`config.mk`:
```
export PLATFORM = sky130hd
export DESIGN_NAME = mem_bus_arbiter_flat
export DESIGN_NICKNAME = d
export VERILOG_FILES = /design/src/rtl/mem_bus_arbiter_if.sv /design/src/rtl/mem_bus_arbiter.sv /design/src/flat_wrapper.sv
export SDC_FILE = /design/constraint.sdc
export NUM_CORES = 1
export LEC_CHECK = 0
export ABC_AREA = 1
export CAP_MARGIN = 5
export CORE_AREA = 2 2 156 158
export CTS_CLUSTER_SIZE = 14
export DETAILED_ROUTE_END_ITERATION = 10
export DIE_AREA = 0 0 158 160
export GPL_ROUTABILITY_DRIVEN = 1
export GPL_TIMING_DRIVEN = 0
export PLACE_DENSITY = 0.55
export SYNTH_ARGS = -nofsm -noshare
export SYNTH_HDL_FRONTEND = slang
export SYNTH_SLANG_ARGS = --single-unit
```
`constraint.sdc`:
```
create_clock -name CLK -period 1.5 [get_ports CLK]
set_input_delay 0.375 -clock CLK [delete_from_list [all_inputs] [get_ports CLK]]
set_output_delay 0.375 -clock CLK [all_outputs]
set_load 0.02 [all_outputs]
```
`src/rtl/mem_bus_arbiter_if.sv`:
```
// Bus bundle between the caches, the round-robin RAM arbiter and the RAM port.
// "master" is the arbiter view; "slave" is the view of the caches plus RAM around it.
interface mem_bus_arbiter_if #(parameter int REQS = 4);
    logic [REQS-1:0]    req_ren;
    logic [REQS-1:0]    req_wen;
    logic [REQS*32-1:0] req_addr;
    logic [REQS*32-1:0] req_store;
    logic [REQS-1:0]    req_wait;
    logic [31:0]        req_load;
    logic [31:0]        ramaddr;
    logic [31:0]        ramstore;
    logic               ramREN;
    logic               ramWEN;
    logic [31:0]        ramload;
    logic [1:0]         ramstate;

    modport master (
        input  req_ren, req_wen, req_addr, req_store, ramload, ramstate,
        output req_wait, req_load, ramaddr, ramstore, ramREN, ramWEN
    );

    modport slave (
        output req_ren, req_wen, req_addr, req_store, ramload, ramstate,
        input  req_wait, req_load, ramaddr, ramstore, ramREN, ramWEN
    );
endinterface

```
`src/rtl/mem_bus_arbiter.sv`:
```
// Round-robin arbiter sharing one RAM port among REQS cache requesters, holding each grant
// for the whole RAM access. Define MEM_ARB_TIMEOUT_EN to build the GRANT watchdog.
module mem_bus_arbiter #(
    parameter int REQS    = 4,
    parameter int TIMEOUT = 64
) (
    input  logic                    CLK,
    input  logic                    nRST,
    mem_bus_arbiter_if.master       bus,
    output logic [$clog2(REQS)-1:0] owner,
    output logic                    busy,
    output logic                    timeout,
    output logic                    state_dbg
);
    localparam int PW = $clog2(REQS);
    localparam logic [1:0] RAM_ACCESS = 2'd2;
    localparam logic [1:0] RAM_ERROR  = 2'd3;

    typedef enum logic {IDLE = 1'b0, GRANT = 1'b1} state_t;

    state_t          state, state_next;
    logic [PW-1:0]   rr_ptr, rr_next, owner_next, pick;
    logic [REQS-1:0] act, wait_vec;
    logic            any_act, owner_act, done;
    logic [31:0]     addr_arr  [REQS];
    logic [31:0]     store_arr [REQS];

    function automatic logic [PW-1:0] wrap_add(input logic [PW-1:0] a, input int k);
        int s;
        s = int'(a) + k;
        if (s >= REQS) s = s - REQS;
        return PW'(s);
    endfunction

    assign act       = bus.req_ren | bus.req_wen;
    assign owner_act = act[owner];
    assign done      = (bus.ramstate == RAM_ACCESS) || (bus.ramstate == RAM_ERROR);
    assign state_dbg = state;
    assign bus.req_load = bus.ramload;
    assign bus.req_wait = wait_vec;

    always_comb begin
        for (int i = 0; i < REQS; i++) begin
            addr_arr[i]  = bus.req_addr[32*i +: 32];
            store_arr[i] = bus.req_store[32*i +: 32];
        end
    end

    // First active requester scanning upward from rr_ptr, wrapping at REQS.
    always_comb begin
        pick    = rr_ptr;
        any_act = 1'b0;
        for (int k = 0; k < REQS; k++) begin
            if (!any_act && act[wrap_add(rr_ptr, k)]) begin
                any_act = 1'b1;
                pick    = wrap_add(rr_ptr, k);
            end
        end
    end

`ifdef MEM_ARB_TIMEOUT_EN
    localparam int CW = $clog2(TIMEOUT + 1);
    logic [CW-1:0] wd_cnt;
    logic          wd_hit;

    always_ff @(posedge CLK) begin
        if (!nRST)              wd_cnt <= '0;
        else if (state == IDLE) wd_cnt <= '0;
        else                    wd_cnt <= wd_cnt + 1'b1;
    end

    assign wd_hit = (wd_cnt == CW'(TIMEOUT - 1));
`endif

    always_ff @(posedge CLK) begin
        if (!nRST) begin
            state  <= IDLE;
            rr_ptr <= '0;
            owner  <= '0;
        end else begin
            state  <= state_next;
            rr_ptr <= rr_next;
            owner  <= owner_next;
        end
    end

    always_comb begin
        state_next   = state;
        rr_next      = rr_ptr;
        owner_next   = owner;
        wait_vec     = '1;
        bus.ramaddr  = '0;
        bus.ramstore = '0;
        bus.ramREN   = 1'b0;
        bus.ramWEN   = 1'b0;
        busy         = 1'b0;
        timeout      = 1'b0;
        case (state)
            IDLE: begin
                if (any_act) begin
                    owner_next = pick;
                    state_next = GRANT;
                end
            end
            GRANT: begin
                busy         = 1'b1;
                bus.ramaddr  = addr_arr[owner];
                bus.ramstore = store_arr[owner];
                bus.ramREN   = bus.req_ren[owner];
                bus.ramWEN   = bus.req_wen[owner] & ~bus.req_ren[owner];
                // A withdrawn request abandons the grant without moving the pointer.
                if (!owner_act) begin
                    state_next = IDLE;
                end else if (done) begin
                    wait_vec[owner] = 1'b0;
                    state_next      = IDLE;
                    rr_next         = wrap_add(owner, 1);
                end
`ifdef MEM_ARB_TIMEOUT_EN
                else if (wd_hit) begin
                    timeout    = 1'b1;
                    state_next = IDLE;
                    rr_next    = wrap_add(owner, 1);
                end
`endif
            end
            default: state_next = IDLE;
        endcase
    end
endmodule

```
`src/flat_wrapper.sv`:
```
// flat-port wrapper written by rule: the top's interface ports become plain ports
module mem_bus_arbiter_flat 
#(
    parameter int REQS    = 4,
    parameter int TIMEOUT = 64
)
  (CLK, nRST, owner, busy, timeout, state_dbg, bus_req_ren, bus_req_wen, bus_req_addr, bus_req_store, bus_ramload, bus_ramstate, bus_req_wait, bus_req_load, bus_ramaddr, bus_ramstore, bus_ramREN, bus_ramWEN);
  mem_bus_arbiter_if #(.REQS(REQS)) bus_i ();
  input  logic CLK;
  input  logic nRST;
  output logic [$clog2(REQS)-1:0] owner;
  output logic busy;
  output logic timeout;
  output logic state_dbg;
  input wire logic [$bits(bus_i.req_ren)-1:0] bus_req_ren;
  input wire logic [$bits(bus_i.req_wen)-1:0] bus_req_wen;
  input wire logic [$bits(bus_i.req_addr)-1:0] bus_req_addr;
  input wire logic [$bits(bus_i.req_store)-1:0] bus_req_store;
  input wire logic [$bits(bus_i.ramload)-1:0] bus_ramload;
  input wire logic [$bits(bus_i.ramstate)-1:0] bus_ramstate;
  output wire logic [$bits(bus_i.req_wait)-1:0] bus_req_wait;
  output wire logic [$bits(bus_i.req_load)-1:0] bus_req_load;
  output wire logic [$bits(bus_i.ramaddr)-1:0] bus_ramaddr;
  output wire logic [$bits(bus_i.ramstore)-1:0] bus_ramstore;
  output wire logic [$bits(bus_i.ramREN)-1:0] bus_ramREN;
  output wire logic [$bits(bus_i.ramWEN)-1:0] bus_ramWEN;
  assign bus_i.req_ren = bus_req_ren;
  assign bus_i.req_wen = bus_req_wen;
  assign bus_i.req_addr = bus_req_addr;
  assign bus_i.req_store = bus_req_store;
  assign bus_i.ramload = bus_ramload;
  assign bus_i.ramstate = bus_ramstate;
  assign bus_req_wait = bus_i.req_wait;
  assign bus_req_load = bus_i.req_load;
  assign bus_ramaddr = bus_i.ramaddr;
  assign bus_ramstore = bus_i.ramstore;
  assign bus_ramREN = bus_i.ramREN;
  assign bus_ramWEN = bus_i.ramWEN;
  mem_bus_arbiter #(.REQS(REQS), .TIMEOUT(TIMEOUT)) u_core (.CLK(CLK), .nRST(nRST), .bus(bus_i), .owner(owner), .busy(busy), .timeout(timeout), .state_dbg(state_dbg));
endmodule
```
### Word level (Yosys, flattened, before mapping)

Cells that the tools add are included.

| word-level totals | value |
|---|---|
| bits in read-only memories | 0 |
| latch bits | 0 |
| RAM bits | 0 |
| flip-flop bits (word level) | 5 |
| input port bits | 300 |
| output and inout bits | 107 |
| memories kept | 0 |

| operators by class | value |
|---|---|
| bitwise gates (word level) | 6 |
| shifts and indexed selects | 0 |
| add/sub/neg operators | 9 |
| order comparisons | 12 |
| mux-type cells | 47 |
| eq/ne operators | 2 |
| multiply operators | 0 |
| divide/modulo/power cells | 0 |
| reductions and logical operators | 10 |

Operators with widths:

| cell | number |
|---|---|
| $mux 32 | 6 |
| $bmux 32 s2 | 2 |
| $mux 1 | 18 |
| $mux 2 | 9 |
| $ge 3x3->1 const B | 5 |
| $lt 2x3->1 const B | 5 |
| $bmux 1 s2 | 7 |
| $mux 4 | 3 |
| $sub 2x1->2 const B | 5 |
| $add 2x1->3 const B | 2 |
| $add 2x2->3 const B | 2 |
| $eq 2x2->1 const B | 2 |
| $logic_and 1x1->1 | 4 |
| $not 4->4 | 1 |
| $or 4x4->4 | 1 |
| $ge 2x3->1 const B | 1 |
| $logic_not 1->1 | 3 |
| $not 2->3 | 1 |
| $reduce_and 3->1 | 1 |
| $demux 1 s2 | 1 |
| $ge 2x1->1 const B | 1 |
| $not 1->1 | 2 |
| $pmux 1 s2 | 1 |
| $reduce_and 2->1 | 1 |
| 2 further kinds | 2 |

### Longest topological paths before layout

Gate-level depths: netlist (run 1).

| logic depth | value |
|---|---|
| depth after elaboration | 16 |
| depth in mapped cells | 14 |
| depth with buffers taken out | 13 |

### Least setup slack after synthesis (run 1)

No wires, ideal clock.

| timing | value |
|---|---|
| kind | reg2out |
| from | register u_core.owner[0] |
| to | output port bus_ramaddr[16] |
| slack | -0.496 ns |
| arrival | 1.621 ns |
| path buffers | 3 |
| data required time | 1.125 ns |
| cell stages (with the launch flop) | 8 |
| cells stage by stage | dfxtp_1 -> buf_4 -> buf_2 -> buf_2 -> nor2_1 -> nor2_1 -> o21ai_0 -> a21oi_1 |

| between the ends | value |
|---|---|
| longest elaborated chain between the ends | 5 |

Ends and longest elaborated chain:

| item | RTL line | source |
|---|---|---|
| from (decl) | mem_bus_arbiter.sv:10 | `output logic [$clog2(REQS)-1:0] owner,` |
| from (signal assigned) | mem_bus_arbiter.sv:83 | `owner <= owner_next;` |
| $not 2->3 (not written as such) | mem_bus_arbiter.sv:107 | `bus.ramaddr = addr_arr[owner];` |
| $bmux 32 s2 | mem_bus_arbiter.sv:107 |  |
| $mux 32 (not written as such) (2 in a row) | mem_bus_arbiter.sv:107 |  |
| $mux 32 | mem_bus_arbiter.sv:98 | `case (state)` |
| to (decl) | flat_wrapper.sv:23 | `output wire logic [$bits(bus_i.ramaddr)-1:0] bus_ramaddr;` |

No other way between the ends. The select of a mux whose other input is x is not followed.

### Worst setup path in the final report (run 1)

| timing | value |
|---|---|
| from | register u_core.owner[0] |
| to | output port bus_req_wait[1] |

| between the ends | value |
|---|---|
| longest elaborated chain between the ends | 8 |
| elaborated cells on any way between the ends | 11 |
| classes of those cells | order compare: 2; mux: 7; bitwise: 1; reduce/logical: 1 |

Ends and longest elaborated chain:

| item | RTL line | source |
|---|---|---|
| $lt 2x3->1 (not written as such) or $ge 2x1->1 (tied branches) | mem_bus_arbiter.sv:115 | `wait_vec[owner] = 1'b0;` |
| $logic_and 1x1->1 (not written as such) | mem_bus_arbiter.sv:115 |  |
| $mux 1 (not written as such) | mem_bus_arbiter.sv:115 |  |
| $demux 1 s2 | -- |  |
| $not 4->4 (no line) | -- |  |
| $mux 4 | mem_bus_arbiter.sv:114 | `end else if (done) begin` |
| $mux 4 * | mem_bus_arbiter.sv:112 | `if (!owner_act) begin` |
| $mux 4 * | mem_bus_arbiter.sv:98 |  |
| to (decl) | flat_wrapper.sv:21 | `output wire logic [$bits(bus_i.req_wait)-1:0] bus_req_wait;` |

Mark *: on every way between the ends. The rest lies on a longest branch, timed or not. The select of a mux whose other input is x is not followed.

==> impl_metrics.py, run 1 <==
metrics = {
    "pwr": {
        "p_clk_frac": 0.086,
        "vdd_drop_max_v": 0.000335,
        "sw_frac_of_total": 0.464,
        "total_power_w": 0.00528,
        "power.internal_w": 0.00283,
        "switchingPower_w": 0.00245,
        "power_leakage_nw": 3.59,
        "p_comb_frac": 0.880,
        "p_per_area_mw_per_mm2": 596,
        "seq_power_share": 0.034,
    },
    "setup_path": {
        "slowest_stage": "dfxtp_4",
        "crit_top_cell": "buf_6",
        "end_kind": "output pin",
        "crit_path_max_fanout": 6,
        "crit_path_start_kind": "flip-flop",
        "worst_path_dominant_cell_family": "buffers and inverters",
        "slowest_delay_ps": 340,
        "path_cells": "buf_6 > buf_16 > buf_6 > o21ai_2 > o22a_1 > nand3_2 > inv_4 > nand2_4 > buf_4",
        "cp_data_required_time_ps": 1120,
        "critical_path_class": "reg -> out",
        "worstPathBufferInverterCount": 5,
        "worstPathArrival_ps": 1650,
    },
    "finish": {
        "drive_above_1_share": 0.366,
        "final_nets": 1353,
        "fill_cells": 2581,
        "area_growth_pct": 187,
        "utilization": 0.372,
        "diodes": 0,
        "final_cell_mix": "clkdlybuf4s50_1 (290), nor2_1 (209), o21ai_1 (81)",
        "layout_commonest_cell": "clkdlybuf4s50_1",
    },
    "yosys": {
        "ys_seq_area_frac": 0.0324,
        "synth.distinct_cells": 32,
        "synth_area_mm2": 0.00309,
        "synth_top_area_frac": 0.321,
        "synth_cells": 640,
        "ys_ff_latch": 5,
        "yosys.area.top_type": "nor2_1",
        "avgSynthCellArea_um2": 4.82,
        "syn-num-nets": 944,
        "ys_top_cells_by_area": "nor2_1 (32%), o21ai_0 (21%), a21oi_1 (11%), buf_4 (8.8%), nand2_1 (4.1%)",
        "yosys_warnings": 0,
    },
    "clock_network": {
        "cts_buffer_depth": 2,
        "cts_tree": "built",
        "cts_sinks": 5,
        "clkSlewWorstSetupHoldPaths_ps": 30,
        "cts_buffers": 3,
        "root_buffer": "clkbuf_16",
        "clk_latency_ps": 230,
        "cts_hold_buf": 0,
        "htree_levels": 1,
    },
    "die": {
        "fp.dieW_um": 158,
        "dieArea_mm2": 0.0253,
        "coreArea_mm2": 0.0238,
        "placementRows": 57,
        "die_y_um": 160,
        "start_util": 0.130,
        "ios": 407,
    },
    "route": {
        "drt-total-wl_mm": 24.1,
        "vias": 5674,
        "via_per_inst": 4.14,
        "dr.pass1.iters": 4,
        "drtAntennaViolNets": 0,
        "wl_per_cell_um": 17.6,
        "drc": 0,
        "drtIter0Drc": 195,
    },
    "hold_path": {
        "hp-class": "reg -> reg",
    },
    "sta": {
        "setup_slack_ps": -520,
        "fmax_mhz": 495,
        "rsz0062_at_grt": "yes",
        "hold_ws_ps": 555,
        "finalMaxSlewViolations": 0,
        "clock-skew-final_ps": 0.358,
        "hold_violations": 0,
        "fin_crit_ps": 2020,
        "finalSetupViolations": 74,
        "fin_crit_sh": 1.35,
    },
    "global_route": {
        "antenna_found_initial": 1,
        "first_global_vias": 5447,
        "grt_usage": 0.171,
        "globalRouteOverflowTotal": 0,
        "grt_pass1_wl_mm": 33.1,
        "grt_max_degree": 12,
    },
    "outcome": {
        "outcome": "complete, but fails checks",
        "violations": "negative setup slack",
    },
    "place": {
        "dp_hpwl_mm": 18.6,
        "port_buffers": 372,
        "gp_congestion": 0.849,
    },
    "run": {
        "max-cap-violations": 0,
    },
}
==> final cells by class <==
type	count	area (µm²)	share of cell area
repair buffers	408	4220	0.476
plain buffers	81	803	0.0907
flip-flops and latches	5	114	0.0129
inverters	10	73.8	0.00834
multi-input cells	540	3160	0.357
well taps	324	405	0.0458
clock buffers	4	78.8	0.00890
==> registers in the layout (all words and copies together), names as in the netlist <==
signal            flops
u_core.owner          2
u_core.rr_ptr         2
u_core.state_dbg      1
==> worst register-to-register path: stages, from the launching register on <==
cell     delay (ps)
dfxtp_4         340
buf_6           130
buf_16          140
buf_6           120
o21ai_2         100
o22a_1          160
nand3_2         110
buf_4           150
buf_4           140
o21ai_2         110
a21oi_1          60
==> metal layers <==
metal	part of all wire	up-vias	routed length, µm	track usage
li1	-	2884	-	-
met3	0.060	13	1440	0.0206
met5	0	-	0	0
met4	0.0088	0	212	0.0205
met1	0.43	2569	10400	0.223
met2	0.50	208	12100	0.308
==> final timing paths <==
check             slack (ps)                             to  cells past startpoint                          from
setup / recovery        -520                bus_req_wait[1]                      9  u_core.owner[0]$_SDFFE_PN0P_
hold / removal           550    u_core.state_dbg$_SDFF_PN0_                      2   u_core.state_dbg$_SDFF_PN0_
setup reg to reg        -180  u_core.rr_ptr[0]$_SDFFE_PN0P_                     10  u_core.owner[0]$_SDFFE_PN0P_
hold reg to reg          550    u_core.state_dbg$_SDFF_PN0_                      2   u_core.state_dbg$_SDFF_PN0_
==> power by group through the flow <==
stage,clock [W],combinational (W),sequential (W)
after floorplan,0,0.00192,0.000182
after global placement,0,0.00371,0.000180
after detailed placement,0,0.00371,0.000179
after CTS,0.000447,0.00428,0.000176
after global routing,0.000469,0.00499,0.000183
final,0.000456,0.00464,0.000179
==> cell families after synthesis <==
| kind of cell | count (synthesis) | share of synthesized area |
|---|---|---|
| adder cells (fa/ha/maj) | 4 | 0.0162 |
| AND/OR/NAND/NOR | 325 | 0.433 |
| flip-flops | 5 | 0.0324 |
| AO/OA/AOI/OAI | 210 | 0.346 |
| other | 1 | 0.00122 |
| buffers and inverters | 95 | 0.171 |
==> synth_stat cells <==
cell and n:
buf_6 2, o21ai_1 4, o21ai_2 1, conb_1 1
nor2_4 2, a32o_1 1, o22a_1 1, clkbuf_1 33
a31oi_1 1, inv_4 1, buf_4 36, ha_1 4
clkinv_1 1, o22ai_1 1, nor2_2 3, nand3b_1 1
inv_1 5, nand4_1 1, nor2_8 1, nor2_1 264
o21ai_0 132, nand2_2 7, nand3_1 5, nand2_1 34
buf_2 9, inv_2 2, nand2_4 4, a21oi_1 69
dfxtp_1 5, buf_1 5, nand3_2 3, inv_8 1
==> per-stage QoR <==
stage	setup slack, ps	std cells	area, µm²	setup TNS, ps
final	-520	1372	8860	-30690
after global routing	-602	1372	8860	-36750
after CTS	-582	1358	8240	-33740
after detailed placement	-1390	1336	7540	-74410
after global placement	-1380	1336	7540	-75800
after floorplan	-174	640	3420	-11570
==> repair_timing <==
action / in CTS / in global routing
endpoints found under the setup margin: 79 / 75
setup buffers: 11 / 16
pin swaps: 30 / 85
resized for setup: 578 / 194
cloned: 7 / 6
(Power assumes the default switching activity.)
==> inputs of run 2 (changes only) <==
Settings changed: CORE_AREA 2 2 156 158 to 4 4 158 160, DIE_AREA 0 0 158 160 to 0 0 162 164.
==> run 2 against run 1 <==
The flow still finishes with violations (negative setup slack). Sequential cell count unchanged. Global-route usage down 0.63 points. Wire length up 2.9%. Highest routed layer unchanged. Final cell count down 0.58%. Non-clock buffer count down 4. Worst hold slack better by 3.1 ps. Largest power group unchanged. Largest cell class unchanged. Sequential share of layout area about the same.
==> impl_metrics.py, run 2 (synthesis results as in run 1) <==
metrics = {
    "outcome": {
        "outcome": "complete, but fails checks",
        "violations": "negative setup slack",
    },
    "route": {
        "wl_met1_mm": 10.0,
        "routed.top_layer": "met4",
        "via_per_inst": 4.17,
        "met2_length_mm": 12.9,
        "drtAntennaViolNets": 0,
        "wl_per_cell_um": 18.2,
        "dr.pass1.iters": 4,
        "drt-total-wl_mm": 24.8,
        "drtIter0Drc": 320,
        "wl_met3_mm": 1.48,
        "drc": 0,
        "vias": 5690,
    },
    "setup_path": {
        "path_cells": "buf_12 > inv_16 > buf_12 > o21ai_2 > o22a_1 > nand3_2 > inv_4 > nand2_2 > buf_4",
        "critical_path_class": "reg -> out",
        "end_kind": "output pin",
        "worstPathArrival_ps": 1690,
        "crit_top_cell": "buf_12",
        "slowest_delay_ps": 350,
        "slowest_stage": "dfxtp_4",
        "crit_path_max_fanout": 11,
        "r2r_cells": 10,
        "ff2ff_setup_slack_ps": -200,
        "cp_data_required_time_ps": 1120,
        "cp.depth": 9,
        "reg2reg_to": "u_core.rr_ptr[0]$_SDFFE_PN0P_",
        "crit_path_start_kind": "flip-flop",
        "reg2reg_from": "u_core.owner[0]$_SDFFE_PN0P_",
        "worstPathBufferInverterCount": 5,
        "worst_path_dominant_cell_family": "buffers and inverters",
    },
    "pwr": {
        "vdd_drop_max_v": 0.000390,
        "power_leakage_nw": 3.47,
        "p_per_area_mw_per_mm2": 593,
    },
    "sta": {
        "relSlewSlack": 0.498,
        "hold_violations": 0,
        "hold_ws_ps": 558,
        "tightest_slew_ps": 753,
        "fin_crit_sh": 1.38,
        "finalMaxSlewViolations": 0,
        "fmax_mhz": 484,
        "clock-skew-final_ps": 1.00,
        "setup_slack_ps": -564,
        "fin_crit_ps": 2060,
        "finalSetupViolations": 75,
        "rsz0062_at_grt": "yes",
    },
    "hold_path": {
        "holdCritStartpoint": "u_core.state_dbg$_SDFF_PN0_",
        "worstHoldEndpoint": "u_core.state_dbg$_SDFF_PN0_",
        "hold_depth": 2,
        "hp-class": "reg -> reg",
    },
    "die": {
        "start_util": 0.132,
        "ios": 407,
        "coreArea_mm2": 0.0234,
        "dieArea_mm2": 0.0266,
        "die_y_um": 164,
        "fp.dieW_um": 162,
        "placementRows": 56,
    },
    "global_route": {
        "antenna_found_initial": 1,
        "grt_pass1_wl_mm": 34.0,
        "first_global_vias": 5670,
        "grt_max_degree": 12,
        "grt_usage": 0.165,
        "globalRouteOverflowTotal": 0,
    },
    "place": {
        "dp_hpwl_mm": 19.5,
        "place_area_mm2": 0.00754,
        "gp_congestion": 0.824,
        "port_buffers": 372,
    },
    "clock_network": {
        "cts_tree": "built",
        "root_buffer": "clkbuf_16",
        "cts_sinks": 5,
        "clkSlewWorstSetupHoldPaths_ps": 30,
        "cts_buffers": 3,
        "htree_levels": 1,
        "cts_hold_buf": 0,
        "cts_buffer_depth": 2,
        "clk_latency_ps": 230,
    },
    "finish": {
        "final_area_mm2": 0.00868,
        "area_growth_pct": 181,
        "drive_above_1_share": 0.349,
        "layout_commonest_cell": "clkdlybuf4s50_1",
        "final_nets": 1349,
        "utilization": 0.371,
        "final_cell_mix": "clkdlybuf4s50_1 (295), nor2_1 (208), buf_4 (86)",
    },
    "run": {
        "max-cap-violations": 0,
    },
}
run 2: cell types whose count changed in the layout (fill, tap and decap cells not counted), moves of 6 or more:
cell,before,now
buf_4,79,86
buf_6,55,45
buf_8,9,2
nor2_4,28,34
o21ai_0,29,69
o21ai_1,81,45
o21ai_2,25,19
run 2: worst min-delay path, cell delays in order, from the launching register on:
cell	delay (ps)
dfxtp_4	360
nand3b_1	90
a21oi_1	60
run 2: layout make-up:
type,count,area [µm²]
well taps,319,399
fillers,2545,14700
repair buffers,400,4020
inverters,10,68.8
multi-input cells,540,3140
diodes,1,2.50
plain buffers,85,858
flip-flops and latches,5,111
clock buffers,4,78.8
run 2: worst max-delay path by stage:
stage / start / to / slack (ps)
4_1_cts: u_core.owner[0]$_SDFFE_PN0P_ / bus_ramaddr[2] / -590
6_report: u_core.owner[0]$_SDFFE_PN0P_ / bus_req_wait[2] / -560
2_1_floorplan: u_core.owner[0]$_SDFFE_PN0P_ / bus_ramaddr[10] / -170
3_5_place_dp: u_core.owner[0]$_SDFFE_PN0P_ / bus_ramaddr[2] / -1340
5_1_grt: u_core.owner[0]$_SDFFE_PN0P_ / bus_req_wait[2] / -630
3_3_place_gp: u_core.owner[0]$_SDFFE_PN0P_ / bus_ramaddr[2] / -1320
run 2: what timing repair did:
| item | in CTS | in global routing |
|---|---|---|
| gates resized for setup | 554 | 131 |
| pin swaps | 30 | 61 |
| setup endpoints to repair | 79 | 76 |
| gates cloned | 6 | 5 |
| setup buffers | 12 | 8 |
run 2: through the flow:
stage                     setup TNS, ps  setup slack [ps]  cells  power [W]
after floorplan                  -11570              -174    640    0.00210
after detailed placement         -74380             -1340   1331    0.00389
after CTS                        -36100              -594   1353    0.00488
after global placement           -73780             -1320   1331    0.00389
final                            -33020              -564   1364    0.00515
after global routing             -39440              -625   1364    0.00550
run 2: routing by layer:
layer	up-vias	GRT usage
met1	2559	0.203
li1	2884	-
met5	-	0
met3	22	0.0248
met4	0	0.0250
met2	225	0.308
run 2: power by group:
part	switching [W]	internal [W]
registers	0.0000251	0.000151
clock network	0.0000902	0.000352
logic	0.00229	0.00224
total	0.00241	0.00274
